--- config.mk ---
export PLATFORM = sky130hd
export DESIGN_NAME = regfile_writeback_queue
export DESIGN_NICKNAME = d
export VERILOG_FILES = /design/src/rtl/rf_wb_pkg.sv /design/src/rtl/wb_entry_fifo.sv /design/src/rtl/regfile_writeback_queue.sv
export SDC_FILE = /design/constraint.sdc
export NUM_CORES = 1
export LEC_CHECK = 0
export ABC_AREA = 1
export BUFFER_PORTS_ARGS = -buffer_cell sky130_fd_sc_hd__buf_4
export CORE_MARGIN = 3
export CORE_UTILIZATION = 50
export CTS_BUF_LIST = sky130_fd_sc_hd__clkbuf_4 sky130_fd_sc_hd__clkbuf_8
export CTS_CLUSTER_DIAMETER = 60
export DETAILED_ROUTE_END_ITERATION = 16
export PLACE_DENSITY_LB_ADDON = 0.08
export SYNTH_ARGS = -nofsm -noshare
export SYNTH_HDL_FRONTEND = slang
export SYNTH_SLANG_ARGS = --single-unit
--- constraint.sdc ---
create_clock -name clk -period 5 [get_ports clk]
set_input_delay 0.75 -clock clk [delete_from_list [all_inputs] [get_ports clk]]
set_output_delay 0.75 -clock clk [all_outputs]
set_load 0.1 [all_outputs]
--- src/rtl/rf_wb_pkg.sv ---
// Shared widths and the queued write-back record for the integer register file writer.
package rf_wb_pkg;

  localparam int unsigned WB_XLEN  = 64;
  localparam int unsigned WB_AW    = 5;
  localparam int unsigned WB_DEPTH = 4;

  typedef struct packed {
    logic [WB_AW-1:0]   rd;
    logic [WB_XLEN-1:0] data;
  } wb_entry_t;

endpackage

--- src/rtl/wb_entry_fifo.sv ---
// In-order circular buffer of pending write-backs; exposes its live entries oldest-first
// so the forwarding search can resolve age without knowing the pointer positions.
module wb_entry_fifo
  import rf_wb_pkg::*;
#(
  parameter int unsigned DEPTH = WB_DEPTH
) (
  input  logic                        i_clk,
  input  logic                        i_reset,
  input  logic                        i_push,
  input  wb_entry_t                   i_entry,
  input  logic                        i_pop,
  output wb_entry_t                   o_head,
  output logic [$clog2(DEPTH):0]      o_count,
  output wb_entry_t [DEPTH-1:0]       o_entries,
  output logic [DEPTH-1:0]            o_valid
);

  localparam int unsigned PW = $clog2(DEPTH);

  logic [PW-1:0]         r_rd_ptr;
  logic [PW-1:0]         r_wr_ptr;
  logic [PW:0]           r_count;
  wb_entry_t [DEPTH-1:0] r_mem;

  // Power-of-two depth lets the pointers wrap by natural overflow.
  always_ff @(posedge i_clk) begin
    if (i_reset) begin
      r_rd_ptr <= '0;
      r_wr_ptr <= '0;
      r_count  <= '0;
    end else begin
      if (i_push) begin
        r_mem[r_wr_ptr] <= i_entry;
        r_wr_ptr        <= r_wr_ptr + 1'b1;
      end
      if (i_pop) begin
        r_rd_ptr <= r_rd_ptr + 1'b1;
      end
      case ({i_push, i_pop})
        2'b10:   r_count <= r_count + 1'b1;
        2'b01:   r_count <= r_count - 1'b1;
        default: r_count <= r_count;
      endcase
    end
  end

  assign o_head  = r_mem[r_rd_ptr];
  assign o_count = r_count;

  always_comb begin
    o_entries = '0;
    o_valid   = '0;
    for (int i = 0; i < DEPTH; i++) begin
      o_entries[i] = r_mem[r_rd_ptr + PW'(i)];
      o_valid[i]   = (i < int'(r_count));
    end
  end

endmodule

--- src/rtl/regfile_writeback_queue.sv ---
// Register file writer: arbitrates load/ALU results into an in-order queue, drains one per
// cycle to the write port, and forwards the youngest pending value for both read addresses.
module regfile_writeback_queue
  import rf_wb_pkg::*;
#(
  parameter int unsigned XLEN  = WB_XLEN,
  parameter int unsigned DEPTH = WB_DEPTH,
  parameter int unsigned AW    = WB_AW
) (
  input  logic            clk,
  input  logic            reset,
  input  logic            mem_valid,
  input  logic [AW-1:0]   mem_rd,
  input  logic [XLEN-1:0] mem_data,
  output logic            mem_ready,
  input  logic            alu_valid,
  input  logic [AW-1:0]   alu_rd,
  input  logic [XLEN-1:0] alu_data,
  output logic            alu_ready,
  input  logic            hold,
  output logic            RegWrite,
  output logic [AW-1:0]   RD,
  output logic [XLEN-1:0] WriteData,
  input  logic [AW-1:0]   RS1,
  input  logic [AW-1:0]   RS2,
  output logic            fwd1_hit,
  output logic [XLEN-1:0] fwd1_data,
  output logic            fwd2_hit,
  output logic [XLEN-1:0] fwd2_data,
  output logic [AW-1:0]   occupancy
);

  localparam int unsigned CW = $clog2(DEPTH) + 1;

  logic [CW-1:0]         w_count;
  wb_entry_t             w_head;
  wb_entry_t [DEPTH-1:0] w_entries;
  logic [DEPTH-1:0]      w_valid;
  wb_entry_t             w_push_entry;
  logic                  w_space;
  logic                  w_take_mem;
  logic                  w_take_alu;
  logic                  w_push;
  logic                  w_pop;

  logic                  r_reg_write;
  logic [AW-1:0]         r_rd;
  logic [XLEN-1:0]       r_wdata;

  // Space comes from the registered count only: a same-cycle pop gives no credit.
  assign w_space    = (w_count < CW'(DEPTH));
  assign mem_ready  = w_space & ~reset;
  assign alu_ready  = w_space & ~mem_valid & ~reset;
  assign w_take_mem = mem_valid & mem_ready;
  assign w_take_alu = alu_valid & alu_ready;

  assign w_push_entry = w_take_mem ? wb_entry_t'{rd: mem_rd, data: mem_data}
                                   : wb_entry_t'{rd: alu_rd, data: alu_data};
  // Writes to x0 are acknowledged but dropped.
  assign w_push = (w_take_mem | w_take_alu) & (w_push_entry.rd != '0);
  assign w_pop  = (w_count != '0) & ~hold;

  wb_entry_fifo #(
    .DEPTH (DEPTH)
  ) u_fifo (
    .i_clk     (clk),
    .i_reset   (reset),
    .i_push    (w_push),
    .i_entry   (w_push_entry),
    .i_pop     (w_pop),
    .o_head    (w_head),
    .o_count   (w_count),
    .o_entries (w_entries),
    .o_valid   (w_valid)
  );

  always_ff @(posedge clk) begin
    if (reset) begin
      r_reg_write <= 1'b0;
      r_rd        <= '0;
      r_wdata     <= '0;
    end else if (w_pop) begin
      r_reg_write <= 1'b1;
      r_rd        <= w_head.rd;
      r_wdata     <= w_head.data;
    end else begin
      r_reg_write <= 1'b0;
    end
  end

  assign RegWrite  = r_reg_write;
  assign RD        = r_rd;
  assign WriteData = r_wdata;
  assign occupancy = AW'(w_count);

  // Scan oldest to youngest (output register first, then queue head onward) so the last hit wins.
  always_comb begin
    fwd1_hit  = 1'b0;
    fwd1_data = '0;
    fwd2_hit  = 1'b0;
    fwd2_data = '0;
    if (r_reg_write && (r_rd == RS1) && (RS1 != '0)) begin
      fwd1_hit  = 1'b1;
      fwd1_data = r_wdata;
    end
    if (r_reg_write && (r_rd == RS2) && (RS2 != '0)) begin
      fwd2_hit  = 1'b1;
      fwd2_data = r_wdata;
    end
    for (int i = 0; i < DEPTH; i++) begin
      if (w_valid[i] && (w_entries[i].rd == RS1) && (RS1 != '0)) begin
        fwd1_hit  = 1'b1;
        fwd1_data = w_entries[i].data;
      end
      if (w_valid[i] && (w_entries[i].rd == RS2) && (RS2 != '0)) begin
        fwd2_hit  = 1'b1;
        fwd2_data = w_entries[i].data;
      end
    end
  end

endmodule
Word level (Yosys, flattened, before mapping)
Cells that the tools add are included.

operators by class
  add/sub/neg operators = 6
  $lt $le $gt $ge = 11
  eq/ne operators = 12
  multiplexer cells = 34
  bitwise gates (word level) = 11
  reductions and logical operators = 27

operators by type and width
  cell                   number
  $mux W64               10
  $bmux W69 S2           4
  $mux W69               6
  $bwmux W276            1
  $demux W69 S2          1
  $eq A5 B5 Y1           10
  $logic_and A1 B1 Y1    21
  $lt A2 B3 Y1 const B   5
  $reduce_bool A5 Y1     3
  $mux W1                11
  $and A1 B1 Y1          7
  $lt A1 B3 Y1 const A   2
  $lt A2 B3 Y1 const A   2
  $pmux W3 S2            1
  $add A2 B1 Y2 const B  2
  $add A2 B2 Y2 const B  2
  $add A3 B1 Y3 const B  1
  $lt A3 B3 Y1 const B   1
  $not A1 Y1             3
  $reduce_bool A3 Y1     1
  $sub A3 B1 Y3 const B  1
  $eq A2 B1 Y1 const B   1
  $eq A2 B2 Y1 const B   1
  $ge A2 B1 Y1 const B   1
  other kinds (3)        3

storage, ports and cells
  bits in registers = 353
  input port bits = 153
  output and inout bits = 207
  logic and storage cells = 115

Logic depth before layout (Yosys ltp)
  depth in word-level cells = 9
  mapped depth = 17
  gate-level depth less buffers = 14

By module
Synthesis repeated with hierarchy kept, for this count alone.

unflattened totals
  cells, all modules = 3999
  area, all modules = 27086.0 um^2

modules (own cells, without submodules)
  module                   instances  cells an instance  area an instance (um^2)  seq. area each (um^2)
  wb_entry_fifo            1          1621               15336.0                  8428.1
  regfile_writeback_queue  1          2378               11750.0                  1401.3

Worst setup path after synthesis
No wires, ideal clock.

  path kind = flip-flop to flip-flop
  start point = register u_fifo.r_count[2] (netlist: u_fifo.o_count[2])
  end point = register u_fifo.r_mem[0] (netlist bit) (enable)
  setup time = 496 ps
  arrival time = 6309 ps
  data required time = 4504 ps
  path slack = -1805 ps
  stages on the path, launching flop included = 7
  buffers on the path = 0
  clock period less this slack = 6805 ps
  cells stage by stage = dfxtp_1 > nor2_1 > nand2_1 > o21a_1 > nand4_1 > o211ai_1 > nor2_1

on the way
  longest elaborated chain between the ends = 7
  elaborated cells on any way between the ends = 11
  classes of those cells = order compare (1); mux (1); bitwise (7); reduce/logical (2)

ends and longest elaborated chain
  element                          RTL line                       text
  from (decl)                      wb_entry_fifo.sv:23            logic [PW:0] r_count;
  from (signal assigned)           wb_entry_fifo.sv:41            2'b10: r_count <= r_count + 1'b1;
  from (signal assigned)           wb_entry_fifo.sv:42            2'b01: r_count <= r_count - 1'b1;
  from (signal assigned)           wb_entry_fifo.sv:43            default: r_count <= r_count;
  $lt A3 B3 Y1 *                   regfile_writeback_queue.sv:51  assign w_space = (w_count < CW'(DEPTH));
  $and A1 B1 Y1 *                  regfile_writeback_queue.sv:52  assign mem_ready = w_space & ~reset;
  via mem_ready                    regfile_writeback_queue.sv:15  output logic mem_ready,
  $and A1 B1 Y1 *                  regfile_writeback_queue.sv:54  assign w_take_mem = mem_valid & mem_ready;
  $mux W69                         regfile_writeback_queue.sv:57  assign w_push_entry = w_take_mem ? wb_entry_t'{rd: mem_rd, data: mem_data}
  $reduce_bool A5 Y1               regfile_writeback_queue.sv:60  assign w_push = (w_take_mem | w_take_alu) & (w_push_entry.rd != '0);
  $and A1 B1 Y1 *                  regfile_writeback_queue.sv:60
  $reduce_and A2 Y1 (no line) *    n/a
  to (signal, indexed assignment)  wb_entry_fifo.sv:34            r_mem[r_wr_ptr] <= i_entry;
  to (decl)                        wb_entry_fifo.sv:24            wb_entry_t [DEPTH-1:0] r_mem;

The timed path passes the listed nets; every way through them passes the cells marked *.
A chain may end at the register's enable or synchronous reset.

Worst setup path in the final report
  start point = register u_fifo.r_rd_ptr[0]
  end point = output port fwd1_data[3]

on the way
  longest elaborated chain between the ends = 9
  elaborated cells on any way between the ends = 27
  classes of those cells = add/sub (3); eq/ne (4); mux (12); reduce/logical (8)

ends and longest elaborated chain
  element                                                                RTL line                                             text
  from (decl)                                                            wb_entry_fifo.sv:21                                  logic [PW-1:0] r_rd_ptr;
  from (signal assigned)                                                 wb_entry_fifo.sv:38                                  r_rd_ptr <= r_rd_ptr + 1'b1;
  $add A2 B1 Y2 / $bmux W69 S2 (equally long branches)                   wb_entry_fifo.sv:55                                  o_entries[i] = r_mem[r_rd_ptr + PW'(i)];
  $bmux W69 S2 / $mux W69 (equally long branches)                        wb_entry_fifo.sv:55
  $mux W69 (not written as such) / $eq A5 B5 Y1 (equally long branches)  wb_entry_fifo.sv:55, regfile_writeback_queue.sv:111
  $eq A5 B5 Y1 / $logic_and A1 B1 Y1 (equally long branches)             regfile_writeback_queue.sv:111                       if (w_valid[i] && (w_entries[i].rd == RS1) && (RS1 != '0)) begin
  $logic_and A1 B1 Y1                                                    regfile_writeback_queue.sv:111
  $logic_and A1 B1 Y1 / $mux W64 (equally long branches)                 regfile_writeback_queue.sv:111
  $mux W64 (2 in series)                                                 regfile_writeback_queue.sv:111
  $mux W64 *                                                             regfile_writeback_queue.sv:111
  to (decl)                                                              regfile_writeback_queue.sv:27                        output logic [XLEN-1:0] fwd1_data,

Mark *: on every way between the ends. The rest lies on a longest branch, timed or not. The select of a mux whose other input is x is not followed.

==> flow_summary.json <==
{
  "grt_busiest_layer": "met2",
  "h-tree-depth": 3,
  "cts_max_path_buffers": 3,
  "post-route-min-period_ns": 4.78,
  "p_per_area_nw_per_um2": 590,
  "wl_per_cell_um": 20.2,
  "grt_overflow_total": 0,
  "rsz0062_at_grt": "no",
  "placement.io_buffers": 357,
  "path_clk_slew_ns": 0.06,
  "core-area_um2": 51500,
  "slew_headroom": 0.206,
  "drt_first_iter_violations": 3008,
  "grtUsageMet1": 0.430,
  "setup_viol": 0,
  "grt_antenna_before_repair": 1,
  "die_y_um": 235,
  "insertion_delay_ns": 0.64,
  "viasPerCell": 5.76,
  "die_area_um2": 55000,
  "fillCellCount": 4922,
  "start_util": 0.507,
  "switching_share": 0.577,
  "cts-root-buf": "clkbuf_8",
  "fin_skew_ns": 0.0366,
  "fp.dieW_um": 235,
  "fmax_mhz": 209,
  "hold_class": "input port to flop",
  "startpoint_type": "flop",
  "ys_ff_latch": 353,
  "ant_nets": 0,
  "clock_sinks": 353,
  "worst_pin_slew_ns": 1.19,
  "via_count": 27100,
  "path_class": "flop to primary output",
  "first_pass_iters": 7,
  "pwr-share-seq": 0.221,
  "cp-end-kind": "primary output",
  "drive_gt1_frac": 0.160,
  "comb_power_share": 0.617,
  "placedInstanceArea_um2": 29200,
  "hpwl_mm": 54.9,
  "cts_inserted_buffers": 68,
  "ys_seq_area_frac": 0.376,
  "synth_area_per_cell_um2": 6.92,
  "leakage_nw": 14.4,
  "final_cell_area_um2": 30700,
  "first_global_vias": 24700,
  "finalHoldViolations": 0,
  "grtUsageTotal": 0.331,
  "maxSlewViolCount": 0,
  "syn_inst": 3777,
  "syn2layout_area_growth_pct": 17.5,
  "period_share": 0.956,
  "drt-total-wl_mm": 95.0,
  "synth.cell_area_um2": 26100,
  "use_met3": 0.0707,
  "rows": 83,
  "drv_cap": 0,
  "vdd_ir_drop_max_mv": 0.433,
  "clkPwrFrac": 0.162,
  "fin_tns_setup_ns": 0,
  "arrival_ns": 4.03,
  "intPower_mw": 7.66,
  "final_nets": 4137,
  "grt_use_met2": 0.532,
  "cp_max_fo": 64,
  "yosys_warnings": 0,
  "ios": 360,
  "drc": 0,
  "antenna_cells": 0,
  "cts_tree": "built",
  "ys_types": 33,
  "grt_pass1_wl_mm": 141,
  "grt_start_max_net_pins": 205,
  "r2r_slack_ns": 1.80,
  "cp.required_ns": 4.25,
  "gp_congestion": 0.949,
  "power.switching_mw": 10.4,
  "status": "completed"
}
Yosys cell counts (all sizes together):
master | count | share of area
nand2 | 1263 | 0.18
nor2 | 565 | 0.082
o21ai | 347 | 0.067
nand3 | 326 | 0.062
edfxtp | 276 | 0.32
buf | 198 | 0.040
mux2i | 192 | 0.074
nand4 | 131 | 0.031
inv | 119 | 0.017
clkbuf | 104 | 0.015
a21oi | 78 | 0.015
dfxtp | 77 | 0.059
mux2 | 64 | 0.028
xor2 | 10 | 0.0034
ha | 9 | 0.0043
nand3b | 3 | 0.00086
nor3 | 3 | 0.00057
or2 | 3 | 0.00072
o211ai | 2 | 0.00057
o22ai | 2 | 0.00048
a31oi | 1 | 0.00024
conb | 1 | 0.00014
o2111ai | 1 | 0.00034
o21a | 1 | 0.00029
xnor2 | 1 | 0.00034
flip-flops by register name (all words and copies together) (netlist names):
register         cells
u_fifo.r_rd_ptr      2
u_fifo.o_count       3
u_fifo.r_wr_ptr      2
WriteData           64
u_fifo.r_mem       276
RegWrite             1
RD                   5
kinds of logic (layout without fill, tap and decap cells):
logic type,count (synthesis),count (layout),share of synthesized area
AND/OR/NAND/NOR,2294,2295,0.359
AO/OA/AOI/OAI,432,432,0.0836
buffers and inverters,421,671,0.0717
flip-flops,353,353,0.376
multiplexers,256,256,0.101
XOR/XNOR,11,11,0.00369
adder cells (fa/ha/maj),9,9,0.00431
other,1,2,0.000144
critical path, cell delays in order, from the launching register on:
cell and delay, ns:
dfxtp_4 0.48, buf_4 0.39, nand2_1 0.12, nand3_1 0.15, nand2_1 0.14, nand2_1 0.09
nand2_1 0.09, nor2_4 0.16, buf_4 0.92, nand4_1 0.18, nand3_1 0.13, nand2_1 0.07
nand2_1 0.06, nand2_1 0.12, buf_4 0.26
through the flow:
stage	hold slack (ns)	instances	utilization	power [mW]	setup slack, ns
2_1_floorplan	0.490	3778	-	12.2	-0.711
3_3_place_gp	0.525	4580	0.568	14.9	0.898
3_5_place_dp	0.548	4580	0.568	14.9	0.850
4_1_cts	0.294	4704	0.594	17.9	0.153
5_1_grt	0.328	4709	0.596	19.0	0.0266
6_report	0.355	4709	0.596	18.1	0.221
metal layers:
layer,up-vias,share of wire
met5,-,0
met2,1578,0.45
met1,12300,0.39
met3,316,0.11
met4,0,0.041
li1,13000,-
area by class of cell:
cell class	count	area, um2	share of cell area
multi-input cells	3005	14700	0.477
flip-flops and latches	353	9830	0.320
repair buffers	428	3530	0.115
clock buffers	100	1240	0.0406
well taps	680	851	0.0277
inverters	119	453	0.0148
clock inverters	24	136	0.00444
power by group through the flow:
stage | combinational (mW) | clock [mW] | sequential [mW]
after floorplan | 6.75 | 0 | 5.46
after global placement | 10.9 | 0 | 4.04
after detailed placement | 10.9 | 0 | 4.04
after CTS | 10.9 | 2.98 | 3.98
after global routing | 11.8 | 3.11 | 4.04
final | 11.2 | 2.93 | 3.99
path summary, 6_finish.rpt:
path | from | endpoint | cells past startpoint
max | u_fifo.r_rd_ptr[0] | fwd1_data[3] | 14
max reg2reg | u_fifo.o_count[2] | u_fifo.r_mem[91] | 9
min reg2reg | u_fifo.r_wr_ptr[1] | u_fifo.r_wr_ptr[1] | 2
min | reset | RegWrite | 2
cells in the final DEF, fill, tap and decap left out, types with 2 or more instances in the layout:
cell type     n
a21oi_1      77
buf_12       25
buf_4       403
clkbuf_4     21
clkbuf_8     79
clkinv_1     12
clkinv_2     10
conb_1        2
dfxtp_1      76
edfxtp_1    276
ha_1          9
inv_1       115
inv_2         2
mux2_2       64
mux2i_1     192
nand2_1    1260
nand2_4       2
nand3_1     322
nand3_4       5
nand3b_1      3
nand4_1     131
nor2_1      546
nor2_4       18
nor3_2        2
o211ai_1      2
o21ai_0     310
o21ai_1      35
o21ai_2       2
o22ai_1       2
or2_2         3
xor2_1       10
what timing repair did:
item / 4_1_cts / 5_1_grt
resized for setup: 0 / 7
endpoints found under the setup margin: 0 / 78
endpoints found under the hold margin: 0 / 0
hold buffers: 0 / 0
buffers inserted: 0 / 4
Power figures use the tool's default switching activity.
